### src/rtl/noc_local_ejector.sv
// noc_pkg: flit format shared by the local injector and ejector.
//   A flit carries a 2-bit label, a VC id and a flit_Size data word. On
//   HEAD/HEADTAIL flits the data word is a head_Data header (x, y, payload).
package noc_pkg;

  localparam int x_Des_Addr_Size = 4;
  localparam int y_Des_Addr_Size = 4;
  localparam int flit_Size       = 32;
  localparam int vc_Num          = 4;
  localparam int VC_Size         = 2;

  typedef enum logic [1:0] {
    HEAD     = 2'b00,
    BODY     = 2'b01,
    TAIL     = 2'b10,
    HEADTAIL = 2'b11
  } flit_label_t;

  // Destination fields sit in the MSBs of the data word.
  typedef struct packed {
    logic [x_Des_Addr_Size-1:0]                           x_Dest;
    logic [y_Des_Addr_Size-1:0]                           y_Dest;
    logic [flit_Size-x_Des_Addr_Size-y_Des_Addr_Size-1:0] payload;
  } head_Data;

  typedef struct packed {
    flit_label_t          label;
    logic [VC_Size-1:0]   vc_Id;
    logic [flit_Size-1:0] data;
  } flit_Data_withvc;

endpackage

// noc_local_ejector: receive side of the local router port.
//   Checks per-VC packet framing and header destination; good packets go to
//   the core as a sop/eop-tagged stream through one output register, bad
//   flits are dropped with a one-cycle error pulse.
// Ports:
//   clk, rst                 clock, asynchronous active-high reset
//   flit_i/flit_valid_i      incoming flit and its valid
//   flit_ready_o             accept strobe to the router (combinational)
//   out_data_o/out_vc_o      output word and its VC
//   out_sop_o/out_eop_o      packet first/last word markers
//   out_trunc_o              on sop: previous packet on this VC was cut short
//   out_valid_o/out_ready_i  output handshake
//   err_proto_o/err_route_o  framing / misroute error pulses
//   pkt_cnt_o                count of delivered packets (counted on eop accept)
// Latency 1 (accept -> out_valid_o). Full throughput while out_ready_i is high;
// flit_ready_o drops only when the output register is full and stalled.
module noc_local_ejector
  import noc_pkg::*;
#(
  parameter logic [x_Des_Addr_Size-1:0] MY_X   = '0,
  parameter logic [y_Des_Addr_Size-1:0] MY_Y   = '0,
  parameter int                         VC_NUM = vc_Num,
  parameter int                         CNT_W  = 16
) (
  input  logic                 clk,
  input  logic                 rst,
  input  flit_Data_withvc      flit_i,
  input  logic                 flit_valid_i,
  output logic                 flit_ready_o,
  output logic [flit_Size-1:0] out_data_o,
  output logic [VC_Size-1:0]   out_vc_o,
  output logic                 out_sop_o,
  output logic                 out_eop_o,
  output logic                 out_trunc_o,
  output logic                 out_valid_o,
  input  logic                 out_ready_i,
  output logic                 err_proto_o,
  output logic                 err_route_o,
  output logic [CNT_W-1:0]     pkt_cnt_o
);

  typedef enum logic [1:0] {
    ST_IDLE   = 2'b00,
    ST_ACTIVE = 2'b01,
    ST_DROP   = 2'b10
  } vc_state_e;

  // Per-VC framing state
  vc_state_e st_q [VC_NUM];
  vc_state_e st_d [VC_NUM];

  // Output register
  logic                 out_valid_q, out_valid_d;
  logic [flit_Size-1:0] out_data_q,  out_data_d;
  logic [VC_Size-1:0]   out_vc_q,    out_vc_d;
  logic                 out_sop_q,   out_sop_d;
  logic                 out_eop_q,   out_eop_d;
  logic                 out_trunc_q, out_trunc_d;

  logic                 err_proto_q, err_proto_d;
  logic                 err_route_q, err_route_d;
  logic [CNT_W-1:0]     cnt_q,       cnt_d;

  // Decode of the flit currently presented
  logic                 accept;
  logic                 dest_match;
  vc_state_e            cur_st, nxt_st;
  logic                 emit, f_sop, f_eop, f_trunc;
  logic                 f_proto, f_route, f_cnt;

  assign flit_ready_o = !out_valid_q || out_ready_i;
  assign accept       = flit_valid_i && flit_ready_o;

  // Header destination lives in the top bits of the data word (head_Data layout).
  assign dest_match =
      (flit_i.data[flit_Size-1 -: x_Des_Addr_Size] == MY_X) &&
      (flit_i.data[flit_Size-1-x_Des_Addr_Size -: y_Des_Addr_Size] == MY_Y);

  // Per-flit decision against the addressed VC's state
  always_comb begin
    cur_st  = st_q[flit_i.vc_Id];
    nxt_st  = cur_st;
    emit    = 1'b0;
    f_sop   = 1'b0;
    f_eop   = 1'b0;
    f_trunc = 1'b0;
    f_proto = 1'b0;
    f_route = 1'b0;
    f_cnt   = 1'b0;

    case (flit_i.label)
      HEAD, HEADTAIL: begin
        // A head always restarts framing; arriving mid-packet is a
        // framing error, and an open (delivered) packet is marked truncated.
        f_proto = (cur_st != ST_IDLE);
        if (dest_match) begin
          emit    = 1'b1;
          f_sop   = 1'b1;
          f_trunc = (cur_st == ST_ACTIVE);
          if (flit_i.label == HEADTAIL) begin
            f_eop  = 1'b1;
            f_cnt  = 1'b1;
            nxt_st = ST_IDLE;
          end else begin
            nxt_st = ST_ACTIVE;
          end
        end else begin
          f_route = 1'b1;
          nxt_st  = (flit_i.label == HEAD) ? ST_DROP : ST_IDLE;
        end
      end

      BODY: begin
        case (cur_st)
          ST_ACTIVE: emit    = 1'b1;
          ST_DROP:   emit    = 1'b0;
          default:   f_proto = 1'b1;
        endcase
      end

      default: begin // TAIL
        case (cur_st)
          ST_ACTIVE: begin
            emit   = 1'b1;
            f_eop  = 1'b1;
            f_cnt  = 1'b1;
            nxt_st = ST_IDLE;
          end
          ST_DROP:   nxt_st  = ST_IDLE;
          default:   f_proto = 1'b1;
        endcase
      end
    endcase
  end

  // Next-state for the VC table, output register, errors and counter
  always_comb begin
    st_d = st_q;
    if (accept) begin
      st_d[flit_i.vc_Id] = nxt_st;
    end

    // Unload on handshake; a new word may load in the same cycle.
    out_valid_d = out_valid_q && !out_ready_i;
    out_data_d  = out_data_q;
    out_vc_d    = out_vc_q;
    out_sop_d   = out_sop_q;
    out_eop_d   = out_eop_q;
    out_trunc_d = out_trunc_q;
    if (accept && emit) begin
      out_valid_d = 1'b1;
      out_data_d  = flit_i.data;
      out_vc_d    = flit_i.vc_Id;
      out_sop_d   = f_sop;
      out_eop_d   = f_eop;
      out_trunc_d = f_trunc;
    end

    err_proto_d = accept && f_proto;
    err_route_d = accept && f_route;

    cnt_d = cnt_q;
    if (accept && f_cnt) begin
      cnt_d = cnt_q + {{(CNT_W-1){1'b0}}, 1'b1};
    end
  end

  always_ff @(posedge clk or posedge rst) begin
    if (rst) begin
      for (int i = 0; i < VC_NUM; i++) begin
        st_q[i] <= ST_IDLE;
      end
      out_valid_q <= 1'b0;
      out_data_q  <= '0;
      out_vc_q    <= '0;
      out_sop_q   <= 1'b0;
      out_eop_q   <= 1'b0;
      out_trunc_q <= 1'b0;
      err_proto_q <= 1'b0;
      err_route_q <= 1'b0;
      cnt_q       <= '0;
    end else begin
      st_q        <= st_d;
      out_valid_q <= out_valid_d;
      out_data_q  <= out_data_d;
      out_vc_q    <= out_vc_d;
      out_sop_q   <= out_sop_d;
      out_eop_q   <= out_eop_d;
      out_trunc_q <= out_trunc_d;
      err_proto_q <= err_proto_d;
      err_route_q <= err_route_d;
      cnt_q       <= cnt_d;
    end
  end

  assign out_valid_o = out_valid_q;
  assign out_data_o  = out_data_q;
  assign out_vc_o    = out_vc_q;
  assign out_sop_o   = out_sop_q;
  assign out_eop_o   = out_eop_q;
  assign out_trunc_o = out_trunc_q;
  assign err_proto_o = err_proto_q;
  assign err_route_o = err_route_q;
  assign pkt_cnt_o   = cnt_q;

endmodule

### config.mk
export PLATFORM = sky130hd
export DESIGN_NAME = noc_local_ejector
export DESIGN_NICKNAME = d
export VERILOG_FILES = /design/src/rtl/noc_local_ejector.sv
export SDC_FILE = /design/constraint.sdc
export NUM_CORES = 1
export LEC_CHECK = 0
export ABC_AREA = 1
export CAP_MARGIN = 10
export CORE_UTILIZATION = 48
export CTS_BUF_LIST = sky130_fd_sc_hd__clkbuf_4 sky130_fd_sc_hd__clkbuf_8
export CTS_CLUSTER_SIZE = 14
export DETAILED_ROUTE_END_ITERATION = 8
export PLACE_DENSITY = 0.82
export SYNTH_ARGS = -nofsm -noshare
export SYNTH_HDL_FRONTEND = slang
export SYNTH_SLANG_ARGS = --single-unit
### constraint.sdc
create_clock -name clk -period 2.7 [get_ports clk]
set_clock_uncertainty 0.2 [all_clocks]
set_input_delay 0.27 -clock clk [delete_from_list [all_inputs] [get_ports clk]]
set_output_delay 0.27 -clock clk [all_outputs]
set_load 0.05 [all_outputs]
* Yosys cells after proc, flatten, opt, wreduce, memory -nomap -nowiden
Cells that the tools add are included.
Operators by class: magnitude comparators 2, bitwise operators 1, $add $sub $neg 1, eq/ne operators 4, multiplexer cells 25, reductions and logical operators 17
Operator list (number):
- adder 16 x 1 -> 16 bit, second input constant | 1
- two-way mux 1 bit | 14
- two-way mux 2 bit | 6
- bitwise mux 8 bit | 1
- logical AND 1 bit | 8
- logical NOT 4 bit | 2
- binary-select mux 2 bit (select 2 bit) | 1
- demux 2 bit (select 2 bit) | 1
- == test 2 x 1 -> 1 bit, second input constant | 2
- == test 2 bit, second input constant | 2
- case mux 2 bit (2 select lines) | 1
- OR reduction 2 bit | 2
- greater-or-equal comparator 3 bit, second input constant | 1
- < comparator 3 x 1 -> 1 bit, second input constant | 1
- NOT 2 -> 3 bit | 1
- logical NOT 1 bit | 2
- logical NOT 2 bit | 1
- case mux 1 bit (2 select lines) | 1
- nonzero test 2 bit | 1
- logical OR 1 bit | 1
Storage, ports and cells: word-level logic and storage cells 63, register bits 64

* Depth between registers and ports, before layout
depth after elaboration 9, mapped depth 15, gate-level depth less buffers 13

* Least setup slack after synthesis
No wires, ideal clock.
path type flip-flop to flip-flop, from register out_valid_q, in the netlist out_valid_o, to register out_data_q[13], in the netlist out_data_o[13], slack 0.715 ns, buffers on the path 2, arrival time 1.668 ns, data required time 2.382 ns, cell stages (with the launch flop) 10, cells stage by stage dfrtp_1 nand2_2 nand2_4 a21oi_2 nand2_2 inv_2 buf_6 buf_6 nand2_1 nand2_1
On the way: cells in the longest elaborated chain, start to end 4
RTL lines:
- start, declared | RTL line 86 | logic out_valid_q, out_valid_d;
- start signal, assigned | RTL line 217 | out_valid_q <= out_valid_d;
- logical NOT 1 bit | RTL line 104 | assign flit_ready_o = !out_valid_q || out_ready_i;
- logical OR 1 bit | RTL line 104
- net flit_ready_o | RTL line 62 | output logic flit_ready_o,
- logical AND 1 bit | RTL line 105 | assign accept = flit_valid_i && flit_ready_o;
- logical AND 1 bit | RTL line 183 | if (accept && emit) begin
- end signal, assigned | RTL line 218 | out_data_q <= out_data_d;
- end, declared | RTL line 87 | logic [flit_Size-1:0] out_data_q, out_data_d;
The timed path passes the listed nets, and every way through them passes these cells. A chain may end at the register's enable or synchronous reset.

* Final worst setup path
from input flit_i[32] in the netlist's numbering, to register cnt_q[14], in the netlist pkt_cnt_o[14]
On the way: cells in the longest elaborated chain, start to end 8
RTL lines:
- start, declared | RTL line 60 | input flit_Data_withvc flit_i,
- NOT 2 -> 3 bit (implied by the code) | RTL line 114 | cur_st = st_q[flit_i.vc_Id];
- binary-select mux 2 bit (select 2 bit) | RTL line 114
- two-way mux 2 bit (implied by the code) (2 in series) | RTL line 114
- == test 2 x 1 -> 1 bit | RTL line 155 | case (cur_st)
- two-way mux 1 bit | RTL line 155
- case mux 1 bit (2 select lines) | RTL line 124 | case (flit_i.label)
- logical AND 1 bit | RTL line 196 | if (accept && f_cnt) begin
- end signal, assigned | RTL line 225 | cnt_q <= cnt_d;
- end, declared | RTL line 95 | logic [CNT_W-1:0] cnt_q, cnt_d;
Every way passes these cells. The select of a mux whose other input is x is not followed.

==> results by group <==
Setup path
  – Critical Path Slowest Stage Cell: clkdlybuf4s50_1
  – Worst Setup Start Kind: primary input
  – CP required: 2.73 ns
  – Crit-path max FO: 19
  – Most used cell, CP: nand2_1
  – Crit path kind: primary input to register
  – Worst stage delay on the critical path: 0.58 ns
  – Crit. End Element: register
  – Reg-to-Reg Start: st_q[1]$_DFFE_PP0P_
  – Critical path's top delay family: simple AND/OR/NAND/NOR gates
  – Crit. Startpoint: flit_i[32]
  – Cells along the critical path: clkdlybuf4s50_1 > inv_1 > nand2_1 > nand2_1 > nand2_1 > nand2_1 > inv_1 > ha_1 > nand2_1 > nand2_4 > nand2_4 > nand2_1 > nand2_1
  – Buffers and inverters on the worst path: 3
  – Worst EP arrival: about 2.2 ns

Die
  – Top Ports: 97
  – Core area: 6350 um2
  – Starting Density: 0.499
  – Rows: 29
  – Die X-Extent: around 83 um
  – Chip height: 83.2 um
  – Die ar.: 6930 um2

Routing
  – Drt initial violations: between 100 and 150
  – Initial DRT Pass Iterations: 5
  – Drt wl/cell: between 10 and 15 um
  – DRC: 0
  – Routed vias: 2921
  – WL final: 7.62 mm
  – ANT nets after route: 0
  – Via density: approximately 5

Global route
  – Global-route wire length before repair: between 10 and 15 mm
  – GR Overflow Total: 0
  – Antenna violations before repair: 0
  – Largest net degree at the start of global routing: 65
  – GRT Overall Usage: 0.236
  – Vias in the first global route: between 2000 and 3000

Logic synthesis
  – Synthesized Nets: 456
  – Post-synth EDFFs: 0
  – Post-synth top area share: 0.506
  – Largest cells by area after synthesis: dfrtp_1, nand2_1, nand3_1, inv_1, ha_1
  – Sequential fraction of the synthesis area: 0.506
  – Top FF cell, synth: dfrtp_1
  – Post-Synthesis Cells: around 410
  – Post-synth cell types: 21
  – Synth Warn #: 0
  – Syn Area/Cell: 7.76 um2
  – Async set-reset flop share out of synthesis: 1.00
  – Synth area leader: dfrtp_1
  – #FFs+latches synth: between 60 and 70
  – Post-synthesis cell area: ~3200 um2

Hold path
  – Hold crit path type: primary input to async pin

Finish
  – Synth-to-Final Area Change: 40.2%
  – Layout cell share with drive strength beyond 1: 0.0682
  – Diode count: 0
  – Commonest non-fill, non-tap cell in the layout: nand2_1
  – Most frequent cells in the layout: nand2_1, clkdlybuf4s50_1, dfrtp_1
  – Post-layout nets: ~560

Timing
  – Count of final setup violators: 0
  – Final WS setup: 0.532 ns
  – Slew @ Worst Pin: 0.531 ns
  – Fin crit share: 0.803
  – Final hold slack: 0.0920 ns
  – Slew margin rel.: 0.645
  – RSZ-0062 raised after global routing: false
  – Tmin final: 2.17 ns
  – Final TNS setup: 0 ns
  – Fmax: 461 MHz
  – Final hold viol count: 0
  – Fin. max-slew vios: 0

Place
  – Buffers on Ports: 96
  – Post-DP HPWL: 5.29 mm
  – Final GP Congestion: 0.898
  – Pre-CTS setup slack: 0.171 ns

Job
  – Max cap viols: 0

Clock network
  – PostCTS Resize Cnt: 0
  – CTS H-tree lvls: 3
  – Clk sink count: 64
  – CTS Root Cell: clkbuf_8
  – Number of hold buffers added after CTS: 0
  – Skew-Pair Late Insertion Delay: 0.34 ns
  – CTS Buffer Depth: 2
  – CTS tree: done
  – CTS buffer count: 9
  – Setup bufs post-CTS: 0
  – Clock-pin slew on the worst setup and hold paths: approximately 0.070 ns

Run status
  – Status: complete, no violations

Power
  – Peak supply drop: between 0.5 and 0.6 mV
  – Lkg Pwr: 2.25 nW
  – Power per Cell Area: between 700 and 800 nW/um2
==> tightest hold or removal path: cells and delay by family <==
kind,cells,cell delay (ns)
buffers and inverters,3,0.76
==> Yosys cell counts, types with 2 or more instances <==
master,count
inv_1,31
nand2_2,4
nand2_1,211
dfrtp_1,64
o21ai_0,8
nor3_1,3
nor2_1,20
xor2_1,7
nand3_1,26
ha_1,8
inv_2,2
xnor2_1,3
buf_6,4
nand2_4,3
nor2_2,2
buf_2,6
nand4_1,2
==> layout make-up <==
type                       count  area (um2)
inverter                      33         124
timing repair buffer         100        1030
sequential                    64        1600
multi-input combinational    301        1370
tap                           77        96.3
clock inverter                 3        65.1
fill                         497        1910
clock buffer                  12         159
==> power by group <==
| part | total, W | internal, W | switching, W | leakage (nW) |
|---|---|---|---|---|
| clock | 0.000927 | 0.000574 | 0.000352 | 0.116 |
| combinational | 0.00113 | 0.000377 | 0.000751 | 1.30 |
| sequential | 0.00119 | 0.00111 | 0.0000833 | 0.836 |
==> worst paths after layout <==
| kind | end | slack [ns] | cells after the start |
|---|---|---|---|
| setup / recovery | pkt_cnt_o[14]$_DFFE_PP0P_ | 0.53 | 13 |
| hold / removal | out_data_o[18]$_DFFE_PP0P_ | 0.09 | 3 |
| setup reg to reg | pkt_cnt_o[14]$_DFFE_PP0P_ | 0.82 | 11 |
| hold reg to reg | out_data_o[14]$_DFFE_PP0P_ | 0.28 | 2 |
| max in group asynchronous | pkt_cnt_o[4]$_DFFE_PP0P_ | 1.90 | 3 |
| min in group clk | out_data_o[18]$_DFFE_PP0P_ | 0.26 | 3 |
==> per-stage QoR <==
| stage | util | std cells | area [um2] | power, W |
|---|---|---|---|---|
| after floorplan | - | 408 | 3170 | 0.00191 |
| after global placement | 0.664 | 575 | 4220 | 0.00232 |
| after detailed placement | 0.664 | 575 | 4220 | 0.00234 |
| after CTS | 0.700 | 590 | 4440 | 0.00327 |
| after global routing | 0.700 | 590 | 4440 | 0.00338 |
| final | 0.700 | 590 | 4440 | 0.00325 |
==> kinds of logic (layout without fill, tap and decap cells) <==
kind of cell / count (synthesis) / after routing / synth area share
AOI/OAI and AO/OA: 9 / 9 / 0.0154
xor gates and xnor gates: 10 / 10 / 0.0276
and+or+nand+nor: 274 / 274 / 0.357
DFF: 64 / 64 / 0.506
adders and majority gates: 8 / 8 / 0.0316
buffers and inverters: 43 / 148 / 0.0628
==> sequential cells by signal, indices dropped and copies added (netlist names) <==
register	count
out_trunc_o	1
out_vc_o	2
out_sop_o	1
out_data_o	32
out_eop_o	1
err_proto_o	1
out_valid_o	1
err_route_o	1
st_q	8
pkt_cnt_o	16
==> layer usage <==
metal  vias to the layer above  wire length (um)  GRT usage
li1                       1448                 -          -
met1                      1350              3450      0.302
met2                       117              3590      0.385
met3                         6               511     0.0577
met4                         0                74     0.0925
met5                         -                 0          0
Power figures use the tool's default switching activity.
